<file path="config.mk">
export PLATFORM = sky130hd
export DESIGN_NAME = moo_xfb_do
export DESIGN_NICKNAME = d
export VERILOG_FILES = /design/src/rtl/moo_xfb_pkg.sv /design/src/rtl/moo_blk_ser.sv /design/src/rtl/moo_xfb_do.sv
export SDC_FILE = /design/constraint.sdc
export NUM_CORES = 1
export LEC_CHECK = 0
export CAP_MARGIN = 20
export CORE_MARGIN = 3
export CORE_UTILIZATION = 46
export CTS_CLUSTER_SIZE = 28
export DETAILED_ROUTE_END_ITERATION = 16
export MAX_ROUTING_LAYER = met4
export PLACE_DENSITY = 0.82
export SETUP_SLACK_MARGIN = 0.5
export SLEW_MARGIN = 30
export SYNTH_ARGS = -nofsm -noshare
export SYNTH_HDL_FRONTEND = slang
export SYNTH_HIERARCHICAL = 1
export SYNTH_SLANG_ARGS = --single-unit
</file>
<file path="constraint.sdc">
create_clock -name clk -period 6.4 [get_ports clk]
set_clock_uncertainty 0.15 [all_clocks]
set_input_delay 1.28 -clock clk [delete_from_list [all_inputs] [get_ports clk]]
set_output_delay 1.28 -clock clk [all_outputs]
set_load 0.01 [all_outputs]
</file>
<file path="src/rtl/moo_xfb_pkg.sv">
// moo_xfb_pkg: shared widths and encodings for the AES mode-engine feedback stages
package moo_xfb_pkg;
    localparam int XFB_BLK_W  = 128;
    localparam int XFB_WORD_W = 32;
    typedef enum logic [1:0] {
        XFB_DO_ECB       = 2'b00,
        XFB_DO_XOR       = 2'b01,
        XFB_DO_MAC       = 2'b10,
        XFB_DO_MAC_FINAL = 2'b11
    } xfb_do_op_e;
    typedef enum logic [1:0] {
        XFB_SET_NONE = 2'b00,
        XFB_SET_IV   = 2'b01,
        XFB_SET_DI   = 2'b10,
        XFB_SET_CTR  = 2'b11
    } xfb_set_e;
    typedef enum logic {
        SER_IDLE  = 1'b0,
        SER_DRAIN = 1'b1
    } ser_state_e;
endpackage

</file>
<file path="src/rtl/moo_blk_ser.sv">
// moo_blk_ser: block buffer serialised MS-word first over a valid/ready handshake
module moo_blk_ser
    import moo_xfb_pkg::*;
#(
    parameter int BLK_W  = XFB_BLK_W,
    parameter int WORD_W = XFB_WORD_W
) (
    input  logic              clk,
    input  logic              rst,
    input  logic              clr,
    input  logic              load,
    input  logic [BLK_W-1:0]  load_data,
    output logic [WORD_W-1:0] out_word,
    output logic              out_valid,
    input  logic              out_ready,
    output logic              out_last,
    output logic              full
);
    localparam int NWORDS = BLK_W / WORD_W;
    localparam int CW     = NWORDS > 1 ? $clog2(NWORDS) : 1;

    ser_state_e       state_q, state_d;
    logic [CW-1:0]    cnt_q, cnt_d;
    logic [BLK_W-1:0] blk_q, blk_d;
    logic             xfer;

    always_comb begin
        full      = state_q == SER_DRAIN;
        out_valid = full;
        out_last  = full && cnt_q == CW'(NWORDS - 1);
        out_word  = full ? blk_q[(NWORDS - 1 - int'(cnt_q)) * WORD_W +: WORD_W] : '0;
        xfer      = out_valid && out_ready;
        state_d   = state_q;
        cnt_d     = cnt_q;
        blk_d     = blk_q;
        if (clr) begin
            state_d = SER_IDLE;
            cnt_d   = '0;
            blk_d   = '0;
        end else if (load && (!full || (xfer && out_last))) begin
            // a load coinciding with the final transfer chains straight into the next block
            state_d = SER_DRAIN;
            cnt_d   = '0;
            blk_d   = load_data;
        end else if (xfer) begin
            cnt_d = cnt_q + CW'(1);
            if (out_last) state_d = SER_IDLE;
        end
    end

    always_ff @(posedge clk or posedge rst) begin
        if (rst) begin
            state_q <= SER_IDLE;
            cnt_q   <= '0;
            blk_q   <= '0;
        end else begin
            state_q <= state_d;
            cnt_q   <= cnt_d;
            blk_q   <= blk_d;
        end
    end
endmodule

</file>
<file path="src/rtl/moo_xfb_do.sv">
// moo_xfb_do: output-side feedback stage; combines the AES result per mode, keeps the MAC value, serialises blocks
module moo_xfb_do
    import moo_xfb_pkg::*;
#(
    parameter int BLK_W  = XFB_BLK_W,
    parameter int WORD_W = XFB_WORD_W
) (
    input  logic              clk,
    input  logic              rst,
    input  logic              clr_core,
    input  logic              xfb_do_clr,
    input  logic [1:0]        xfb_do_op,
    input  logic              aes_done,
    input  logic [BLK_W-1:0]  aes_do,
    input  logic [BLK_W-1:0]  xfb_di,
    output logic [BLK_W-1:0]  mac_do,
    output logic [WORD_W-1:0] out_word,
    output logic              out_valid,
    input  logic              out_ready,
    output logic              out_last,
    output logic              busy,
    output logic              ovf
);
    xfb_do_op_e       op;
    logic             clr, emit, accept, mac_upd;
    logic [BLK_W-1:0] res, mac_q, mac_d;
    logic             ovf_q, ovf_d;

    always_comb begin
        op      = xfb_do_op_e'(xfb_do_op);
        clr     = xfb_do_clr || clr_core;
        emit    = aes_done && op != XFB_DO_MAC;
        mac_upd = aes_done && (op == XFB_DO_MAC || op == XFB_DO_MAC_FINAL);
        res     = op == XFB_DO_XOR ? aes_do ^ xfb_di : aes_do;
        accept  = !busy || (out_ready && out_last);
        mac_d   = clr ? '0 : mac_upd ? aes_do : mac_q;
        ovf_d   = clr ? 1'b0 : ovf_q || (emit && !accept);
        mac_do  = mac_q;
        ovf     = ovf_q;
    end

    always_ff @(posedge clk or posedge rst) begin
        if (rst) begin
            mac_q <= '0;
            ovf_q <= 1'b0;
        end else begin
            mac_q <= mac_d;
            ovf_q <= ovf_d;
        end
    end

    moo_blk_ser #(.BLK_W(BLK_W), .WORD_W(WORD_W)) u_ser (
        .clk       (clk),
        .rst       (rst),
        .clr       (clr),
        .load      (emit && !clr),
        .load_data (res),
        .out_word  (out_word),
        .out_valid (out_valid),
        .out_ready (out_ready),
        .out_last  (out_last),
        .full      (busy)
    );
endmodule

</file>
==> run_results.csv, run 1 <==
group,metric,value,unit
critical_path,cp_max_fo,22,
critical_path,r2r_cells,6,
critical_path,r2r_start,"u_ser/cnt_q[1]",
power_and_ir_drop,combinationalPowerShare,12.9,%
critical_path,path_class,"reg -> out",
critical_path,cp_slowest_cell,"dfrtp_1",
power_and_ir_drop,seq_power_share,44.1,%
timing,finalSetupTns,0,ns
critical_path,crit_end,"out_word[3]",
finish,syn2layout_area_growth,39.41,%
placement,gp_congestion,0.9157,
grt,grt_max_degree,132,
power_and_ir_drop,vdd_drop_max,184.3,µV
yosys,ys_ff_latch,260,
critical_path,worstSetupEndpointType,"primary output",
grt,use_met2,40.29,%
timing,maxSlewViolCount,0,
critical_path,critPathLaunchType,"flop",
clock_tree,numCtsBuffers,29,
power_and_ir_drop,p_int,2.919,mW
timing,clock.fmax,229.9,MHz
yosys,yosys.area_share.simple,9.884,%
die,die_y,172.5,µm
yosys,ys_seq_area_share,51.04,%
power_and_ir_drop,total_power,3.835,mW
critical_path,critical_path_required,4.97,ns
placement,dp_hpwl,28740,µm
power_and_ir_drop,pwr-share-clk,42.9,%
clock_tree,root_buffer,"clkbuf_16",
critical_path,max_stage_delay,0.72,ns
drt,drc,0,
placement,io_buffer_count,427,
finish,nFillCells,2031,
die,die_w,172.5,µm
clock_tree,cts_resized,0,
timing,fin_crit_sh,67.97,%
finish,nets,1597,
drt,firstDrtPassIters,4,
finish,utilization,65.57,%
grt,antenna_found_initial,2,
die,num_io_pins,428,
flow_run,max-cap-violations,0,
yosys,syn_avg_cell_area,13.31,µm²
clock_tree,cts_tree,"built",
die,die-area,29740,µm²
drt,num_vias,9879,
yosys,muxShareOfSynthArea,5.654,%
yosys,synth_xor_xnor_area_share,8.863,%
run_status,outcome,"complete, no violations",
power_and_ir_drop,p_per_area,215.8,nW/µm²
hold_path,hp-class,"reg -> reg",
power_and_ir_drop,netSwitchingPower,0.9160,mW
clock_tree,cts.path.max_buffers,3,
yosys,syn_nets,1223,
clock_tree,cts_htree_levels,1,
drt,drtIter0Drc,805,
yosys,syn-instance-count,958,
critical_path,cp_top_family,"buffers and inverters",
yosys,synth-compound-area-share,18.16,%
grt,grt_first_pass_wirelength,59640,µm
timing,tightestPinTransition,0.9951,ns
timing,setup_viol,0,
grt,top_usage_layer,"met2",
drt,vias_per_cell,5.717,
grt,grt_use_total,26.78,%
grt,grt.overflow.total,0,
die,rows,60,
yosys,synth_top_family_by_area,"compound AO/OA/AOI/OAI gates",
critical_path,critPathBufInv,2,
timing,fin_crit,4.350,ns
clock_tree,cts_setup_buffers,0,
grt,grt_pass1_vias,9970,
critical_path,r2r_slack,3.32,ns
critical_path,r2r-end,"u_ser/blk_q[55]",
clock_tree,cts_sinks,260,
yosys,ys_warn_count,6,
finish,drive_gt1_share,8.876,%
yosys,synth_cell_types,29,
die,fp.coreArea,27100,µm²
power_and_ir_drop,power.share.switching,23.89,%
critical_path,critPathLaunch,"u_ser/cnt_q[1]",
critical_path,worstPathArrival,2.92,ns
die,floorplan.initialDensity,47.04,%
clock_tree,ctsHoldBuffers,0,
drt,ant_nets,0,
clock_tree,clkTransAtPathRegs,0.06,ns
timing,rsz0062_at_grt,"no",
timing,relSlewSlack,33.66,%
drt,wl_per_cell,23.61,µm
clock_tree,clock_latency,0.54,ns
yosys,synth_fa_ha_area_share,0.09815,%
timing,hold_viol,0,
grt,met1_usage,38.12,%
yosys,netlist_area,12750,µm²
power_and_ir_drop,power.leakage,7.411,nW
critical_path,cp.depth,4,
critical_path,critical_path.cell_chain,"buf_4, mux4_2, and2_1, clkdlybuf4s50_1",
grt,use_met3,4.298,%
drt,wl,40800,µm
[power groups by stage]
| stage | Clock (mW) | Sequential (mW) | Combinational, mW |
|---|---|---|---|
| 2_1_floorplan | 0 | 1.72 | 0.217 |
| 3_3_place_gp | 0 | 1.72 | 0.491 |
| 3_5_place_dp | 0 | 1.72 | 0.496 |
| 4_1_cts | 1.67 | 1.69 | 0.500 |
| 5_1_grt | 1.74 | 1.69 | 0.529 |
| 6_report | 1.65 | 1.69 | 0.496 |
[per-stage QoR]
stage / setup slack [ns] / cell area, µm² / instances / hold slack [ns]
floorplan: 1.472 / 12750 / 958 / 0.3106
global placement: 2.306 / 16810 / 1673 / 0.3280
detailed placement: 2.210 / 16820 / 1673 / 0.3364
CTS: 2.024 / 17760 / 1724 / 0.3500
global route: 1.930 / 17770 / 1726 / 0.3612
finish: 2.050 / 17770 / 1728 / 0.3501
[placed cells by master (no fill, tap or decap), drive strengths merged, types with 2 or more instances in the layout]
cell and n:
dfrtp 260, inv 5, mux4 32, diode 4, and4bb 2, buf 14, clkinv 7, clkbuf 41
bufinv 2, xnor2 129, a22o 256, a21boi 2, clkdlybuf4s50 425, and2 34, nor2 3, nand3b 128
nand2 3
[worst reg2reg max path, stage by stage (launching register included)]
cell      delay, ns
dfrtp_1        0.59
buf_4          0.35
ha_1           0.24
a21boi_2       0.28
o21ba_4        0.44
buf_4          0.68
a22o_1         0.28
[registers in the layout, indices dropped and copies added (netlist names)]
register	cells
mac_do	128
ovf	1
u_ser/blk_q	128
u_ser/cnt_q	2
u_ser/full	1
[worst min path at each step]
stage	endpoint	cells after the start	slack, ns	from
final	u_ser/blk_q[38]	1	0.35	u_ser/blk_q[38]
after detailed placement	u_ser/blk_q[85]	1	0.34	u_ser/blk_q[85]
after floorplan	u_ser/blk_q[36]	1	0.31	u_ser/blk_q[36]
after global routing	u_ser/blk_q[10]	1	0.36	u_ser/blk_q[10]
after CTS	u_ser/blk_q[11]	1	0.35	u_ser/blk_q[11]
after global placement	u_ser/blk_q[19]	1	0.33	u_ser/blk_q[19]
[logic make-up after synthesis]
logic type | after synthesis
compound gates | 261
flops | 260
simple gates | 175
xor+xnor | 129
buf+inv | 100
mux | 32
fa+ha+maj | 1
[area by class of cell]
| class | count | area, µm² | share of cell area [%] |
|---|---|---|---|
| flip-flops and latches | 260 | 6511 | 36.64 |
| repair buffers | 439 | 4363 | 24.55 |
| inverters | 4 | 25.02 | 0.1408 |
| well taps | 372 | 465.4 | 2.619 |
| diodes | 4 | 10.01 | 0.05633 |
| clock buffers | 41 | 830.8 | 4.675 |
| multi-input cells | 598 | 5458 | 30.71 |
| clock inverters | 10 | 107.6 | 0.6055 |
[routing by layer]
layer / part of all wire [%] / vias up
met2: 46 / 483
met4: 2.8 / 0
li1: - / 4350
met1: 44 / 4975
met5: 0 / -
met3: 7.2 / 71
[cells in the mapped netlist, drive strengths merged]
cell / n / area (µm²)
a211oi: 1 / 12.51
a21boi: 2 / 18.77
a22o: 256 / 2265
a31o: 1 / 8.760
and2: 34 / 212.7
and3: 1 / 6.260
and4bb: 2 / 28.78
buf: 91 / 769.5
clkbuf: 5 / 18.77
dfrtp: 260 / 6506
ha: 1 / 12.51
inv: 4 / 15.01
mux4: 32 / 720.7
nand2: 3 / 11.26
nand2b: 1 / 6.260
nand3: 1 / 5.000
nand3b: 128 / 960.9
nor2: 3 / 11.26
nor3: 1 / 10.01
nor3b: 1 / 7.510
o21ba: 1 / 10.01
xnor2: 129 / 1130
No activity file was read; power rests on OpenSTA's default activity.
==> run 2: changes to the inputs <==
==> constraint.sdc (replaced) <==
create_clock -name clk -period 4.5 [get_ports clk]
set_clock_uncertainty 0.15 [all_clocks]
set_input_delay 0.9 -clock clk [delete_from_list [all_inputs] [get_ports clk]]
set_output_delay 0.9 -clock clk [all_outputs]
set_load 0.01 [all_outputs]
==> run 2 against run 1 <==
  * Setup slack worse by 1.3 ns
  * Sequential power is 43% higher
  * Core utilization is 0.83 points higher
  * Sequential cell count stayed put
  * Routed wire length is 2.2% higher
  * Clock power is 55% higher
  * Via count is 1.4% higher
  * Clock-buffer cell count is 1 higher
  * Global-route usage is 0.88 points higher
  * Total power is 48% higher
==> run_results.csv, run 2 (synthesis results as in run 1) <==
group,metric,value,unit
run_status,outcome,"complete, no violations",
clock_tree,ctsHoldBuffers,0,
clock_tree,cts_resized,0,
placement,io_buffer_count,427,
critical_path,cp_max_fo,20,
drt,firstDrtPassIters,5,
grt,use_met3,3.612,%
grt,grt_max_degree,97,
die,fp.coreArea,27100,µm²
grt,antenna_found_initial,1,
clock_tree,numCtsBuffers,30,
timing,rsz0062_at_grt,"no",
grt,grt_first_pass_wirelength,61200,µm
timing,setup_viol,0,
grt,grt.overflow.total,0,
critical_path,critical_path.cell_chain,"buf_4, mux4_2, and2_1, clkdlybuf4s50_1",
hold_path,hp-class,"reg -> reg",
timing,finalSetupTns,0,ns
grt,grt_pass1_vias,9950,
drt,ant_nets,0,
drt,vias_per_cell,5.772,
placement,place_inst,1681,
clock_tree,cts.path.max_buffers,3,
die,die_w,172.5,µm
finish,nets,1606,
finish,final_common_cell,"clkdlybuf4s50_1",
timing,fin_crit,3.728,ns
drt,drtIter0Drc,845,
timing,fin_crit_sh,82.85,%
grt,grt_use_total,27.65,%
clock_tree,clkTransAtPathRegs,0.06,ns
timing,maxSlewViolCount,0,
die,floorplan.initialDensity,47.04,%
grt,met1_usage,40.13,%
timing,hold_viol,0,
die,die-area,29740,µm²
clock_tree,root_buffer,"clkbuf_16",
placement,gp_congestion,0.8946,
power_and_ir_drop,vdd_drop_max,246.2,µV
critical_path,critPathBufInv,2,
clock_tree,clock_latency,0.55,ns
clock_tree,cts_htree_levels,1,
drt,drc,0,
grt,use_met2,41.22,%
placement,pre_cts_ws,1.148,ns
drt,wl_per_cell,24.03,µm
die,die_y,172.5,µm
flow_run,max-cap-violations,0,
timing,worst_slack,0.7717,ns
finish,syn2layout_area_growth,41.18,%
die,num_io_pins,428,
grt,top_usage_layer,"met2",
critical_path,cp_slowest_cell,"dfrtp_4",
critical_path,worstPathArrival,2.68,ns
clock_tree,cts_setup_buffers,0,
critical_path,path_class,"reg -> out",
critical_path,critPathLaunchType,"flop",
power_and_ir_drop,p_per_area,315.8,nW/µm²
finish,final_cell_mix,"clkdlybuf4s50_1 (425), dfrtp_1 (258), a22o_1 (238)",
die,rows,60,
critical_path,critical_path_required,3.45,ns
clock_tree,cts_sinks,260,
critical_path,cp_top_family,"buffers and inverters",
drt,wl,41710,µm
finish,final_cells,1736,
power_and_ir_drop,power.leakage,7.506,nW
timing,tightestPinTransition,0.8257,ns
placement,dp_hpwl,29660,µm
timing,clock.fmax,268.2,MHz
finish,drive_gt1_share,9.758,%
drt,num_vias,10020,
power_and_ir_drop,total_power,5.683,mW
clock_tree,cts_tree,"built",
critical_path,max_stage_delay,0.64,ns
timing,relSlewSlack,44.96,%
critical_path,worstSetupEndpointType,"primary output",
-- run 2: changes by cell type in the layout (fill, tap and decap cells not counted) --
| cell | delta |
|---|---|
| clkbuf_16 | +2 |
| clkinvlp_4 | +5 |
| buf_6 | -1 |
| clkinv_4 | -1 |
| clkbuf_1 | -2 |
| bufinv_16 | +2 |
| diode_2 | -3 |
| buf_4 | +4 |
| clkbuf_8 | +1 |
| buf_12 | +5 |
| inv_6 | -3 |
| clkinv_2 | -1 |
-- run 2: cell type report --
type / instances / area, µm²
clock buffers: 42 / 887.1
diodes: 1 / 2.502
well taps: 372 / 465.4
multi-input cells: 598 / 5458
fillers: 1998 / 9105
flip-flops and latches: 260 / 6511
repair buffers: 447 / 4482
inverters: 4 / 22.52
clock inverters: 12 / 167.7
-- run 2: routing by layer --
layer | part of all wire [%] | wire length [µm] | up-vias
li1 | - | - | 4372
met1 | 44 | 18390 | 5072
met2 | 46 | 19040 | 501
met3 | 7.3 | 3038 | 76
met4 | 3.0 | 1247 | 0
met5 | 0 | 0 | -
-- run 2: metrics by stage --
| stage | hold slack, ns | utilization, % | instance area (µm²) |
|---|---|---|---|
| after floorplan | 0.3106 | - | 12750 |
| after global routing | 0.3664 | 66.40 | 18000 |
| after global placement | 0.3299 | 62.49 | 16940 |
| final | 0.3470 | 66.40 | 18000 |
| after CTS | 0.3502 | 66.38 | 17990 |
| after detailed placement | 0.3352 | 62.49 | 16940 |
-- run 2: where the power goes --
group / total [mW] / switching (mW) / leakage (nW) / internal, mW
Clock: 2.56 / 0.971 / 0.514 / 1.59
Sequential: 2.41 / 0.0301 / 3.60 / 2.38
Combinational: 0.712 / 0.323 / 3.39 / 0.389
-- run 2: worst paths after layout --
check	from	to	depth (start not counted)	slack, ns
max reg2reg	u_ser/cnt_q[0]	u_ser/blk_q[50]	6	1.54
max in group asynchronous	rst	mac_do[38]	3	2.57
min	u_ser/blk_q[14]	u_ser/blk_q[14]	1	0.35
max	u_ser/cnt_q[0]	out_word[31]	4	0.77
min reg2reg	u_ser/blk_q[14]	u_ser/blk_q[14]	1	0.35
min in group asynchronous	rst	mac_do[96]	2	0.65
-- run 2: worst register-to-register path: cells and delay by family, from the launching register on --
family,cells,cell delay [ns]
flops,1,0.62
fa+ha+maj,1,0.24
compound gates,3,1.16
buf+inv,2,0.72
==> run 3: changes to the inputs <==
==> constraint.sdc (replaced) <==
create_clock -name clk -period 3.78 [get_ports clk]
set_clock_uncertainty 0.15 [all_clocks]
set_input_delay 0.756 -clock clk [delete_from_list [all_inputs] [get_ports clk]]
set_output_delay 0.756 -clock clk [all_outputs]
set_load 0.01 [all_outputs]
==> run 3 against run 2 <==
  * Combinational power is 20% higher
  * Via count is 0.35% lower
  * Setup slack got worse by 0.21 ns
  * Routed wire length down 0.14%
  * Non-clock buffer count up 12
  * Total power is 12% higher
  * Design area increased by 0.58%
  * Clock power up 3%
  * Core utilization is 0.38 points higher
  * Worst hold slack improved by 0.0029 ns
  * Critical path type unchanged
  * Largest cell class unchanged
==> run_results.csv, run 3 (synthesis results as in run 1) <==
group,metric,value,unit
finish,seqCellArea,6511,µm²
die,num_io_pins,428,
power_and_ir_drop,netSwitchingPower,1.535,mW
hold_path,holdPathStages,1,
critical_path,critPathLaunchType,"flop",
clock_tree,cts_tree,"built",
grt,grt_max_degree,129,
critical_path,r2r_slack,1.24,ns
placement,dp_hpwl,28990,µm
grt,antenna_found_initial,2,
finish,drive_gt1_share,10.14,%
timing,finalSetupTns,0,ns
die,die_w,172.5,µm
power_and_ir_drop,pwr-share-clk,41.5,%
grt,grt_pass1_vias,10050,
placement,io_buffer_count,427,
power_and_ir_drop,p_int,4.817,mW
drt,vias_per_cell,5.723,
drt,wl_per_cell,23.87,µm
drt,firstDrtPassIters,5,
hold_path,holdPathEnd,"u_ser/blk_q[38]",
power_and_ir_drop,seq_power_share,45.1,%
grt,grt_first_pass_wirelength,61180,µm
timing,setup_viol,0,
critical_path,r2r_start,"u_ser/cnt_q[1]",
clock_tree,clkTransAtPathRegs,0.06,ns
grt,grt.overflow.total,0,
timing,fin_crit_sh,85.27,%
die,fp.coreArea,27100,µm²
drt,ant_nets,0,
critical_path,critical_path_required,2.87,ns
die,rows,60,
hold_path,hold_start,"u_ser/blk_q[38]",
critical_path,worstPathArrival,2.32,ns
timing,tightestPinTransition,0.8376,ns
finish,nFillCells,2003,
critical_path,worstSetupEndpointType,"primary output",
critical_path,r2r-end,"u_ser/blk_q[114]",
power_and_ir_drop,power.leakage,7.934,nW
clock_tree,cts_htree_levels,1,
hold_path,hp-class,"reg -> reg",
critical_path,path_class,"reg -> out",
timing,maxSlewViolCount,0,
timing,relSlewSlack,44.04,%
finish,final_common_cell,"clkdlybuf4s50_1",
clock_tree,root_buffer,"clkbuf_16",
run_status,outcome,"complete, no violations",
die,floorplan.initialDensity,47.04,%
placement,postPlaceCellArea,17000,µm²
finish,nets,1616,
timing,clock.fmax,310.3,MHz
clock_tree,clock_latency,0.53,ns
power_and_ir_drop,total_power,6.352,mW
power_and_ir_drop,power.share.switching,24.17,%
flow_run,max-cap-violations,0,
timing,worst_slack,0.5569,ns
power_and_ir_drop,vdd_drop_max,302.9,µV
placement,gp_congestion,0.9384,
critical_path,cp_max_fo,10,
timing,fin_crit,3.223,ns
finish,multi_input_area,5458,µm²
die,die-area,29740,µm²
timing,rsz0062_at_grt,"yes",
drt,drtIter0Drc,723,
drt,wl,41660,µm
timing,hold_viol,0,
grt,grt_use_total,27.59,%
timing,timing.hold.ws,0.3499,ns
clock_tree,cts.path.max_buffers,3,
clock_tree,ctsHoldBuffers,0,
clock_tree,cts_sinks,260,
power_and_ir_drop,combinationalPowerShare,13.4,%
power_and_ir_drop,p_per_area,351.0,nW/µm²
finish,stdcell_area,18100,µm²
critical_path,r2r_cells,6,
finish,final_cell_mix,"clkdlybuf4s50_1 (400), dfrtp_1 (258), a22o_1 (238)",
clock_tree,numCtsBuffers,28,
drt,num_vias,9986,
die,die_y,172.5,µm
placement,pre_cts_ws,0.7806,ns
drt,drc,0,
finish,syn2layout_area_growth,41.99,%
==> run 3: routing by layer <==
layer	global-route usage [%]	wire (µm)	part of all wire, %	up-vias
li1	-	-	-	4398
met1	39.94	18300	44	5055
met2	39.84	18810	45	460
met3	5.053	3102	7.4	73
met4	8.365	1440	3.5	0
met5	-	0	0	-
==> run 3: how the worst max path moves through the flow <==
stage / endpoint / slack (ns) / from / cells after the start
final: out_word[26] / 0.56 / u_ser/cnt_q[0] / 4
after detailed placement: u_ser/blk_q[121] / 0.78 / clr_core / 7
after global routing: out_word[29] / 0.47 / u_ser/cnt_q[0] / 4
after CTS: out_word[8] / 0.46 / u_ser/cnt_q[0] / 4
after floorplan: u_ser/blk_q[0] / 1.25 / rst / 1
after global placement: out_word[21] / 0.82 / u_ser/cnt_q[0] / 4
==> run 3: timing repair <==
action,in CTS,in global routing
gates resized for setup,9,22
setup endpoints to repair,24,27
setup buffers,1,11
pin swaps,0,0
hold endpoints to repair,0,0
cloned,1,1
==> run 3: worst max-delay path, stage by stage, from the launching register on <==
cell             delay [ns]
dfrtp_4                0.47
buf_8                  0.17
mux4_2                 0.50
and2_1                 0.17
clkdlybuf4s50_1        0.49
==> run 3: stage by stage <==
| step | cells | util, % |
|---|---|---|
| after floorplan | 958 | - |
| after global placement | 1679 | 62.71 |
| after detailed placement | 1679 | 62.71 |
| after CTS | 1731 | 66.16 |
| after global routing | 1745 | 66.79 |
| final | 1745 | 66.79 |
==> run 3: cell type report <==
type                       instances  share of cell area, %
timing repair buffer             459                  26.26
sequential                       260                  35.97
clock buffer                      41                  4.590
inverter                           4                 0.1244
clock inverter                     9                 0.2972
tap                              372                  2.572
antenna                            2                0.02765
multi-input combinational        598                  30.15
==> run 3: power by group through the flow <==
stage	Combinational (mW)	Clock (mW)	Sequential [mW]
3_5_place_dp	0.851	0	2.91
6_report	0.853	2.63	2.87
4_1_cts	0.857	2.68	2.86
5_1_grt	0.912	2.81	2.87
3_3_place_gp	0.843	0	2.91
2_1_floorplan	0.368	0	2.92
